===== src/rtl/hash_macro_port_pkg.sv =====
// Shared definitions for the hash macro port.
// Address map constants, work image sizing and the FSM state encoding
// used by hash_macro_port and hash_work_regfile.
package decred_defines;

  localparam logic [5:0] ADDR_RESULT0    = 6'h00;
  localparam logic [5:0] ADDR_STATUS     = 6'h04;
  localparam logic [5:0] ADDR_ID         = 6'h05;
  localparam logic [5:0] ADDR_WORK_BASE  = 6'h08;
  localparam logic [5:0] ADDR_NONCE_BASE = 6'h38;
  localparam logic [5:0] ADDR_IMAGE_END  = 6'h3B;

  localparam int WORK_BYTES  = 48;
  // Work bytes followed by the four start-nonce bytes, contiguous in the map.
  localparam int IMAGE_BYTES = WORK_BYTES + 4;

  typedef enum logic [1:0] {
    IDLE  = 2'd0,
    ISSUE = 2'd1,
    WAIT  = 2'd2,
    HOLD  = 2'd3
  } fsm_state_t;

endpackage


===== src/rtl/hash_macro_port_work_regfile.sv =====
// hash_work_regfile: byte-writable storage for the work image (0x08-0x37)
// and the start nonce (0x38-0x3B). A byte is captured only on the rising
// edge of the write select, so a select held high writes exactly once.
// Ports:
//   clk, rst_n      - clock, asynchronous active-low reset
//   wr_sel          - write select level from the host
//   wr_addr/wr_data - byte address and data
//   work            - 384-bit work image, byte 0x08 in bits [7:0]
//   start_nonce     - little-endian start nonce
module hash_work_regfile
  import decred_defines::*;
(
  input  logic         clk,
  input  logic         rst_n,
  input  logic         wr_sel,
  input  logic [5:0]   wr_addr,
  input  logic [7:0]   wr_data,
  output logic [383:0] work,
  output logic [31:0]  start_nonce
);

  logic [IMAGE_BYTES*8-1:0] image;
  logic                     wr_sel_q;
  logic                     wr_pulse;

  assign wr_pulse = wr_sel && !wr_sel_q;

  always_ff @(posedge clk or negedge rst_n) begin
    if (!rst_n) begin
      image    <= '0;
      wr_sel_q <= 1'b0;
    end else begin
      wr_sel_q <= wr_sel;
      if (wr_pulse) begin
        // Addresses outside 0x08-0x3B match no byte and are dropped.
        for (int i = 0; i < IMAGE_BYTES; i++) begin
          if (wr_addr == ADDR_WORK_BASE + 6'(i)) begin
            image[i*8 +: 8] <= wr_data;
          end
        end
      end
    end
  end

  assign work        = image[WORK_BYTES*8-1:0];
  assign start_nonce = image[IMAGE_BYTES*8-1:WORK_BYTES*8];

endmodule


===== src/rtl/hash_macro_port.sv =====
// hash_macro_port: macro-side responder for the host register interface.
// Holds the host-written work image, walks nonces through one hash core
// and latches the first matching nonce.
// Optional macro HASH_MACRO_READBACK_EN: when defined, reads of 0x08-0x3B
// return the stored work/start-nonce bytes; otherwise they read 0.
// Ports:
//   CLK, RSTN                 - macro clock, asynchronous active-low reset
//   HASH_EN                   - run enable (already synchronised)
//   MACRO_WR_SELECT, DATA_TO_HASH, HASH_ADDR - host byte write
//   MACRO_RD_SELECT, DATA_FROM_HASH          - host byte read, 1-cycle latency
//   DATA_AVAILABLE            - match latched
//   CORE_WORK, CORE_NONCE     - operands for the hash core
//   CORE_START / CORE_DONE, CORE_MATCH       - core handshake
// Core handshake: CORE_START pulses for one cycle with CORE_NONCE stable;
// the core later pulses CORE_DONE for one cycle with CORE_MATCH valid in
// that same cycle. Only one hash is ever outstanding; CORE_DONE seen while
// no hash is outstanding is ignored.
module hash_macro_port
  import decred_defines::*;
#(
  parameter int unsigned NONCE_STEP = 1,
  parameter int unsigned THREAD_ID  = 0
) (
  input  logic         CLK,
  input  logic         RSTN,
  input  logic         HASH_EN,
  input  logic         MACRO_WR_SELECT,
  input  logic [7:0]   DATA_TO_HASH,
  input  logic         MACRO_RD_SELECT,
  input  logic [5:0]   HASH_ADDR,
  output logic         DATA_AVAILABLE,
  output logic [7:0]   DATA_FROM_HASH,
  output logic [383:0] CORE_WORK,
  output logic [31:0]  CORE_NONCE,
  output logic         CORE_START,
  input  logic         CORE_DONE,
  input  logic         CORE_MATCH
);

  fsm_state_t  state_q, state_n;
  logic [31:0] nonce_q, nonce_n;
  logic [31:0] result_q, result_n;
  logic        wrapped_q, wrapped_n;
  logic        avail_q, avail_n;
  logic [31:0] start_nonce;
  logic [32:0] nonce_sum;
  logic [7:0]  status;
  logic [7:0]  rd_byte;
  logic [7:0]  rd_data_q;

  hash_work_regfile u_regfile (
    .clk         (CLK),
    .rst_n       (RSTN),
    .wr_sel      (MACRO_WR_SELECT),
    .wr_addr     (HASH_ADDR),
    .wr_data     (DATA_TO_HASH),
    .work        (CORE_WORK),
    .start_nonce (start_nonce)
  );

  // Carry out of bit 32 marks a wrap of the nonce space.
  assign nonce_sum = {1'b0, nonce_q} + 33'(NONCE_STEP);

  always_ff @(posedge CLK or negedge RSTN) begin
    if (!RSTN) begin
      state_q   <= IDLE;
      nonce_q   <= '0;
      result_q  <= '0;
      wrapped_q <= 1'b0;
      avail_q   <= 1'b0;
    end else begin
      state_q   <= state_n;
      nonce_q   <= nonce_n;
      result_q  <= result_n;
      wrapped_q <= wrapped_n;
      avail_q   <= avail_n;
    end
  end

  always_comb begin
    state_n   = state_q;
    nonce_n   = nonce_q;
    result_n  = result_q;
    wrapped_n = wrapped_q;
    avail_n   = avail_q;
    case (state_q)
      IDLE: begin
        avail_n = 1'b0;
        if (HASH_EN) begin
          nonce_n   = start_nonce + THREAD_ID;
          wrapped_n = 1'b0;
          state_n   = ISSUE;
        end
      end
      ISSUE: state_n = WAIT;
      WAIT: begin
        // Disable is honoured only once the core has finished its hash.
        if (CORE_DONE) begin
          if (!HASH_EN) begin
            state_n = IDLE;
          end else if (CORE_MATCH) begin
            result_n = nonce_q;
            avail_n  = 1'b1;
            state_n  = HOLD;
          end else begin
            nonce_n = nonce_sum[31:0];
            if (nonce_sum[32]) wrapped_n = 1'b1;
            state_n = ISSUE;
          end
        end
      end
      HOLD: begin
        if (!HASH_EN) begin
          avail_n = 1'b0;
          state_n = IDLE;
        end
      end
      default: state_n = IDLE;
    endcase
  end

  assign CORE_START     = (state_q == ISSUE);
  assign CORE_NONCE     = nonce_q;
  assign DATA_AVAILABLE = avail_q;

  assign status = {5'b0, wrapped_q, (state_q != IDLE), avail_q};

  always_comb begin
    rd_byte = 8'h00;
    case (HASH_ADDR)
      ADDR_RESULT0:         rd_byte = result_q[7:0];
      ADDR_RESULT0 + 6'd1:  rd_byte = result_q[15:8];
      ADDR_RESULT0 + 6'd2:  rd_byte = result_q[23:16];
      ADDR_RESULT0 + 6'd3:  rd_byte = result_q[31:24];
      ADDR_STATUS:          rd_byte = status;
      ADDR_ID:              rd_byte = 8'(THREAD_ID);
      default: begin
`ifdef HASH_MACRO_READBACK_EN
        if (HASH_ADDR >= ADDR_WORK_BASE && HASH_ADDR <= ADDR_IMAGE_END) begin
          for (int i = 0; i < WORK_BYTES; i++) begin
            if (HASH_ADDR == ADDR_WORK_BASE + 6'(i)) rd_byte = CORE_WORK[i*8 +: 8];
          end
          for (int j = 0; j < 4; j++) begin
            if (HASH_ADDR == ADDR_NONCE_BASE + 6'(j)) rd_byte = start_nonce[j*8 +: 8];
          end
        end
`else
        rd_byte = 8'h00;
`endif
      end
    endcase
  end

  // Deselected macros drive 0 so several can be OR-combined on the bus.
  always_ff @(posedge CLK or negedge RSTN) begin
    if (!RSTN) begin
      rd_data_q <= 8'h00;
    end else begin
      rd_data_q <= MACRO_RD_SELECT ? rd_byte : 8'h00;
    end
  end

  assign DATA_FROM_HASH = rd_data_q;

endmodule


===== config.mk =====
export PLATFORM = sky130hd
export DESIGN_NAME = hash_macro_port
export DESIGN_NICKNAME = d
export VERILOG_FILES = /design/src/rtl/hash_macro_port_pkg.sv /design/src/rtl/hash_macro_port_work_regfile.sv /design/src/rtl/hash_macro_port.sv
export SDC_FILE = /design/constraint.sdc
export NUM_CORES = 1
export LEC_CHECK = 0
export BUFFER_PORTS_ARGS = -buffer_cell sky130_fd_sc_hd__buf_2
export CORE_ASPECT_RATIO = 2
export CORE_MARGIN = 3
export CORE_UTILIZATION = 49
export DETAILED_ROUTE_END_ITERATION = 6
export PLACE_DENSITY = 0.72
export SLEW_MARGIN = 5
export SYNTH_ARGS = -nofsm -noshare
export SYNTH_HDL_FRONTEND = slang
export SYNTH_HIERARCHICAL = 1
export SYNTH_SLANG_ARGS = --single-unit
export TNS_END_PERCENT = 100

===== constraint.sdc =====
create_clock -name CLK -period 2.2 [get_ports CLK]
set_clock_uncertainty 0.15 [all_clocks]
set_input_delay 0.22 -clock CLK [delete_from_list [all_inputs] [get_ports CLK]]
set_output_delay 0.22 -clock CLK [all_outputs]
set_load 0.005 [all_outputs]

# Yosys cells after proc, flatten, opt, wreduce, memory -nomap -nowiden
# Index checks and enable logic that the tools add are counted.
# Widths: inputs -> output; s select.
[totals]
input_bits = 21
word_cells = 214
register_bits = 493
[classes]
eq_ne = 66
n_reduce_logical = 64
n_addsub = 1
n_mux = 24
[ops]
columns = ["cell", "count"]
rows = [
  ["$eq 6x6->1 const B", 28],
  ["$mux 32", 4],
  ["$reduce_and 2->1", 52],
  ["$eq 6x5->1 const B", 16],
  ["$pmux 32 s2", 1],
  ["$eq 6x4->1 const B", 8],
  ["$pmux 8 s5", 1],
  ["$add 32x1->33 const B", 1],
  ["$ne 2x2->1 const B", 7],
  ["$eq 6x2->1 const B", 2],
  ["$mux 2", 5],
  ["$reduce_and 5->1", 2],
  ["$mux 1", 9],
  ["$mux 8", 1],
  ["$pmux 2 s4", 1],
  ["$eq 6x1->1 const B", 1],
  ["$eq 6x3->1 const B", 1],
  ["$logic_not 6->1", 1],
  ["$reduce_and 6->1", 1],
  ["$eq 2x2->1 const B", 2],
  ["$reduce_and 4->1", 1],
  ["$reduce_bool 2->1", 2],
  ["$pmux 1 s3", 1],
  ["$reduce_and 3->1", 1],
  ["other kinds (6)", 6],
]

# Depth between registers and ports, before layout
# Gate-level depths: netlist of run 1.
[depth]
ltp_word = 6
depth_mapped = 9
ltp_nobuf = 7

# By module
# The synthesis of run 1 kept the hierarchy.
[by_module_without_submodules]
columns = ["mod", "n_inst", "cells_per_inst", "seq_area_each_um2", "area_per_inst_um2"]
rows = [
  ["hash_work_regfile", 1, 962, 10435.0, 15937.8],
  ["hash_macro_port", 1, 374, 1901.8, 3947.5],
]

# Least setup slack after synthesis of run 1
# Ideal clock, no wire load.
[synth_path]
path_type = "flip-flop to flip-flop"
from = "register state_q[0]"
to = "register nonce_q[18], in the netlist CORE_NONCE[18]"
required_ns = 1.927
arrival_ns = 1.936
setup_ns = 0.123
path_stages_with_launch = 10
path_slack_ns = -0.009
path_buffers = 2
path_cell_list = "dfrtp_1 inv_1 ha_1 clkbuf_1 and4b_1 clkbuf_1 nor2_1 nor3_1 a211o_1 o221a_2"
[synth_between]
elab_chain_cells = 3
[synth_rtl]
columns = ["element", "line_no", "text"]
rows = [
  ["start: declaration", "hash_macro_port.sv:40", "fsm_state_t state_q, state_n;"],
  ["start signal: assignment", "hash_macro_port.sv:72", "state_q <= state_n;"],
  ["$eq 2x2->1 / $logic_not 2->1 (equally long branches)", "hash_macro_port.sv:86", "case (state_q)"],
  ["$ne 2x2->1 (no source line) / $reduce_bool 2->1 (equally long branches)", "-", ""],
  ["$reduce_and 5->1 (no source line)", "-", ""],
  ["end signal: assignment", "hash_macro_port.sv:73", "nonce_q <= nonce_n;"],
  ["end: declaration", "hash_macro_port.sv:41", "logic [31:0] nonce_q, nonce_n;"],
]
# Parallel ways exist; a longest one is shown, timed or not.
# A chain may end at the register's enable or synchronous reset.

# Worst setup path after layout of run 1
[layout_path]
from = "register nonce_q[0], in the netlist CORE_NONCE[0]"
to = "register nonce_q[28], in the netlist CORE_NONCE[28]"
[layout_between]
elab_chain_cells = 5
[layout_rtl]
columns = ["element", "line_no", "text"]
rows = [
  ["$add 32x1->33", "hash_macro_port.sv:62", "assign nonce_sum = {1'b0, nonce_q} + 33'(NONCE_STEP);"],
  ["$mux 32", "hash_macro_port.sv:101", "end else if (CORE_MATCH) begin"],
  ["$mux 32", "hash_macro_port.sv:99", "if (!HASH_EN) begin"],
  ["$mux 32", "hash_macro_port.sv:98", "if (CORE_DONE) begin"],
  ["$pmux 32 s2", "hash_macro_port.sv:86", ""],
]
# Every way passes these cells. The select of a mux whose other input is x is not followed.

==> impl_metrics.ini, run 1 <==
[status]
status = finished clean

[sta]
fmax_mhz = 474
period_minus_slack_ps = 2110
whs_ps = 90.4
slew_headroom_pct = 44.6
timing.final.crit_share_pct = 95.9
finalMaxSlewViolations = 0
hold_viol_final = 0
rsz0062_at_grt = false
final-setup-viol-count = 0
worst_slew_pin_slew_ps = 831

[clock_network]
clk-insertion-delay-late_ps = 550
cts_root_buffer = clkbuf_16
clock_path_buffers = 3
cts.clk_slew.worst_paths_ps = 70
ctsHtreeMaxLevel = 2
cts_tree = yes
cts_buffers = 43
numClockSinks = 493

[synthesis]
syn_nets = 1363
synthTopCellsByArea = dfrtp_1, mux2_2, clkbuf_1
synth-edff-count = 0
syn_inst = 1336
synth.yosys.warnings = 6
synth_area_um2 = 19900
synth_seq_cells = 493
async_flop_share_pct = 100
synthFlopType = dfrtp_1
synth_top_area_share_pct = 62.0
synth_cell_type_count = 67
yosysTopAreaCell = dfrtp_1
syn_avg_cell_area_um2 = 14.9
synth-seq-area-share_pct = 62.0

[placed_design]
placed_area_um2 = 23400
portBuffers = 446
dp.cells = 2329
hpwlAfterDp_um = 43100
place_congestion = 0.963

[final_layout]
area_growth_pct = 25.5
final.fill_count = 3087
final_common_cell = dfrtp_1
nets = 1889
final_cells = 2417
layout_common_cells = dfrtp_1, buf_2, mux2_2, buf_4, nand2_1
drive_above_1_share_pct = 58.2
postLayoutCoreUtil_pct = 62.7
design_area_um2 = 25000
antenna_cells = 0

[setup_path]
crit_arrival_ps = 2430
end_kind = register
critPathTopFamily = simple AND/OR/NAND/NOR gates
critical_path.max_fanout = 5
cp.required_ps = 2520
crit_type = reg -> reg
path_buf_inv = 0
path_cells = ha_1, nand2_1, or3_4, nor4_4, mux2_1, nand3_1
critPathSlowestCell = or3_4
cp-start-kind = register
cpPeakStageDelay_ps = 460

[run]
maxCapViolCount = 0

[detailed_routing]
drt-total-wl_um = 61500
drt_iter0_drc = 521
drtAntennaViolNets = 0
routed_wire_length_per_instance_um = 25.4
via_per_inst = 5.65
vias = 13600
drc = 0
drt-pass1-iter-count = 5

[global_routing]
grt_overflow = 0
antenna_found_initial = 1
grt_pass1_vias = 14900
grt_usage_pct = 28.1
grt_pass1_wl_um = 91900
grt_max_degree = 67

[power]
leakage_uw = 0.0134
irDropWorstVdd_mv = 0.829
powerDensity_nw_per_um2 = 921

[floorplanning]
row_count = 103
die_w_um = 148
die-area_um2 = 43200
start_util_pct = 49.9
core_um2 = 39800
die_y_um = 291
io-pin-count = 447

[min_path]
hold_class = in -> reg
[cells by family after synthesis]
| family | share of synthesized area, % |
|---|---|
| flops | 62.0 |
| xor+xnor | 0.0441 |
| compound gates | 3.06 |
| buf+inv | 1.66 |
| fa+ha+maj | 0.378 |
| simple gates | 6.56 |
| mux | 26.3 |
[cells in the mapped netlist (all sizes together), types with 9 or more instances]
master and instances:
nor4 9, nand2 69, and3 11, clkbuf 63, nand3 18, nand4 10, a21oi 22, buf 12
o21ai 19, nor2 39, dfrtp 493, mux2 446
[repair_timing]
item	in CTS	in global routing
resized for setup	1	6
hold endpoints to repair	133	0
endpoints found under the setup margin	1	12
hold buffers	6	0
buffers inserted	0	7
gates cloned	0	1
pin swaps	0	1
[area by class of cell]
cell class	instances	area, um2	share of cell area [%]
Sequential cell	493	12300	49.4
Multi-Input combinational cell	760	7250	29.1
Timing Repair Buffer	556	3280	13.1
Clock buffer	68	1310	5.26
Tap cell	525	657	2.63
Clock inverter	7	87.6	0.351
Inverter	8	30.0	0.120
[where the power goes]
part / internal (uW) / total [uW] / switching [uW]
clock network: 4320 / 7570 / 3250
logic: 2090 / 4320 / 2240
registers: 10200 / 11100 / 883
[metal layers]
metal  up-vias  track usage (%)  share of wire, %
met1      7030             30.4                34
li1       5872                -                 -
met5         -                0                 0
met2       573             51.1                54
met4         0             15.2               6.4
met3       169             4.86               5.8
[worst paths after layout]
path / from / to / slack, ps / cells past startpoint
worst min-delay path: CORE_DONE / state_q[0] / 90 / 3
worst min register to register: u_regfile/image[392] / CORE_NONCE[8] / 330 / 2
worst max-delay path: CORE_NONCE[0] / CORE_NONCE[28] / 90 / 6
worst max register to register: CORE_NONCE[0] / CORE_NONCE[28] / 90 / 6
max in group asynchronous: RSTN / u_regfile/image[278] / 990 / 3
min in group asynchronous: RSTN / u_regfile/image[388] / 100 / 2
[sequential cells by signal, indices dropped and copies added, names as in the netlist]
name and flops:
u_regfile/image 416, CORE_NONCE 32, result_q 32, DATA_FROM_HASH 8, state_q 2, DATA_AVAILABLE 1, u_regfile/wr_sel_q 1, wrapped_q 1
[metrics by stage]
step,setup slack (ps),power [uW],TNS [ps]
after floorplan,25.0,12900,0
after global placement,27.8,15300,0
after detailed placement,-18.8,15500,-65.7
after CTS,50.5,23100,0
after global routing,1.54,23900,0
final,89.9,23000,0
[worst min-delay path: cells and delay by family]
kind                   cells  cell delay (ps)
buffers and inverters      1              120
AO/OA/AOI/OAI              2              400
No activity file was read; power rests on OpenSTA's default activity.
==> inputs of run 2 (changes only) <==
==> constraint.sdc (replaced) <==
create_clock -name CLK -period 2.2 [get_ports CLK]
set_clock_uncertainty 0.15 [all_clocks]
set_input_delay 0.44 -clock CLK [delete_from_list [all_inputs] [get_ports CLK]]
set_output_delay 0.44 -clock CLK [all_outputs]
set_load 0.005 [all_outputs]
==> run 2 against run 1 <==
- combinational power about the same
- sequential share of layout area decreased by 0.88 points
- worst hold slack got worse by 44 ps
- clock-buffer cell count decreased by 11
- clock power increased by 3.3%
- first-iteration DRC count increased by 3.6%
- die area unchanged
- largest cell class unchanged
- largest power group unchanged
==> impl_metrics.ini, run 2 (synthesis gave the netlist of run 1 again) <==
[power]
irDropWorstVdd_mv = 0.725
powerDensity_nw_per_um2 = 915
leakage_uw = 0.0137
total_power_uw = 23300

[placed_design]
pre_cts_ws_ps = -201
hpwlAfterDp_um = 44400
place_congestion = 1.01
placed_area_um2 = 23800
portBuffers = 446

[final_layout]
layout_common_cells = dfrtp_1, buf_2, mux2_2, buf_4, nand2_1
postLayoutCoreUtil_pct = 63.8
largest-register = u_regfile/image
largest_register_ffs = 416
area_growth_pct = 27.7
nets = 1906
drive_above_1_share_pct = 59.2
design_area_um2 = 25400
final_common_cell = dfrtp_1

[min_path]
min_from = HASH_EN
hold_class = in -> reg

[floorplanning]
die-area_um2 = 43200
core_um2 = 39800
io-pin-count = 447
die_w_um = 148
start_util_pct = 49.9
row_count = 103
die_y_um = 291

[detailed_routing]
drt-total-wl_um = 62200
drt-pass1-iter-count = 5
drt_iter0_drc = 540
via_per_inst = 5.62
drtAntennaViolNets = 0
vias = 13700
drc = 0
routed_wire_length_per_instance_um = 25.5

[global_routing]
grt_pass1_vias = 14800
grt_max_degree = 62
grt_pass1_wl_um = 92900
antenna_found_initial = 0
grt_overflow = 0
grt_usage_pct = 28.4

[setup_path]
crit_type = reg -> reg
crit_arrival_ps = 2480
critical_path.max_fanout = 23
startpoint = state_q[0]
r2r_start = state_q[0]
cp.required_ps = 2510
cp-start-kind = register
r2r_slack_ps = 30
end_kind = register

[clock_network]
cts_root_buffer = clkbuf_16
numClockSinks = 493
cts_buffers = 44
cts.clk_slew.worst_paths_ps = 70
ctsHtreeMaxLevel = 2
clk-insertion-delay-late_ps = 550
cts_tree = yes
clock_path_buffers = 3

[sta]
period_minus_slack_ps = 2170
rsz0062_at_grt = true
final-setup-viol-count = 0
slew_headroom_pct = 45.4
fmax_mhz = 461
timing.final.crit_share_pct = 98.5
finalMaxSlewViolations = 0
worst_slew_pin_slew_ps = 818
fin_setup_tns_ps = 0
hold_viol_final = 0
worst_slack_ps = 32.8

[run]
maxCapViolCount = 0

[status]
status = finished clean
run 2: changes by cell type in the layout (fill, tap and decap cells not counted), moves of 2 or more:
| cell | previous run | this run |
|---|---|---|
| nand3_1 | 18 | 16 |
| clkinv_2 | 4 | 10 |
| bufinv_16 | 2 | 4 |
| nand3_2 | 0 | 2 |
| clkbuf_8 | 10 | 4 |
| clkbuf_1 | 13 | 8 |
| diode_2 | 0 | 3 |
| clkinv_4 | 0 | 2 |
| buf_4 | 89 | 86 |
| buf_12 | 14 | 37 |
| inv_6 | 0 | 3 |
| dlygate4sd3_1 | 6 | 2 |
run 2: worst max-delay path, cell delays in order (launching register included):
cell and delay [ps]:
dfrtp_1 400, inv_1 90, ha_1 200, buf_6 180, nand4b_1 210, buf_12 230
or4_1 510, o211ai_1 90
run 2: through the flow:
stage	hold slack, ps	std cells
after floorplan	-5.59	1336
after global placement	171	2352
after detailed placement	177	2352
after CTS	21.0	2432
after global routing	43.1	2436
final	46.0	2439
run 2: worst paths after layout:
check / end / depth (start not counted)
max in group asynchronous: u_regfile/image[114] / 4
max: CORE_NONCE[27] / 7
min in group asynchronous: CORE_NONCE[6] / 2
min: DATA_AVAILABLE / 3
min reg2reg: CORE_NONCE[8] / 2
max reg2reg: CORE_NONCE[27] / 7
run 2: where the power goes:
part / internal, uW / switching (uW)
Clock: 4380 / 3440
Combinational: 2090 / 2250
Sequential: 10200 / 909
run 2: cell type report:
type / instances / area, um2
multi-input cells: 760 / 7270
diodes: 3 / 7.51
flip-flops and latches: 493 / 12300
clock inverters: 21 / 229
clock buffers: 57 / 1210
well taps: 525 / 657
fillers: 2971 / 14400
repair buffers: 572 / 3660
inverters: 8 / 30.0
run 2: layer usage:
metal	GRT usage, %	routed length [um]
met5	0	0
met4	14.3	3590
met3	4.67	3430
met2	51.2	33000
met1	31.9	22200
run 2: timing repair:
item                                    4_1_cts  5_1_grt
endpoints found under the hold margin       172        0
hold buffers                                  2        0
pin swaps                                     0        4
resized for setup                             7        5
setup buffers                                 0        4
endpoints found under the setup margin        5       24
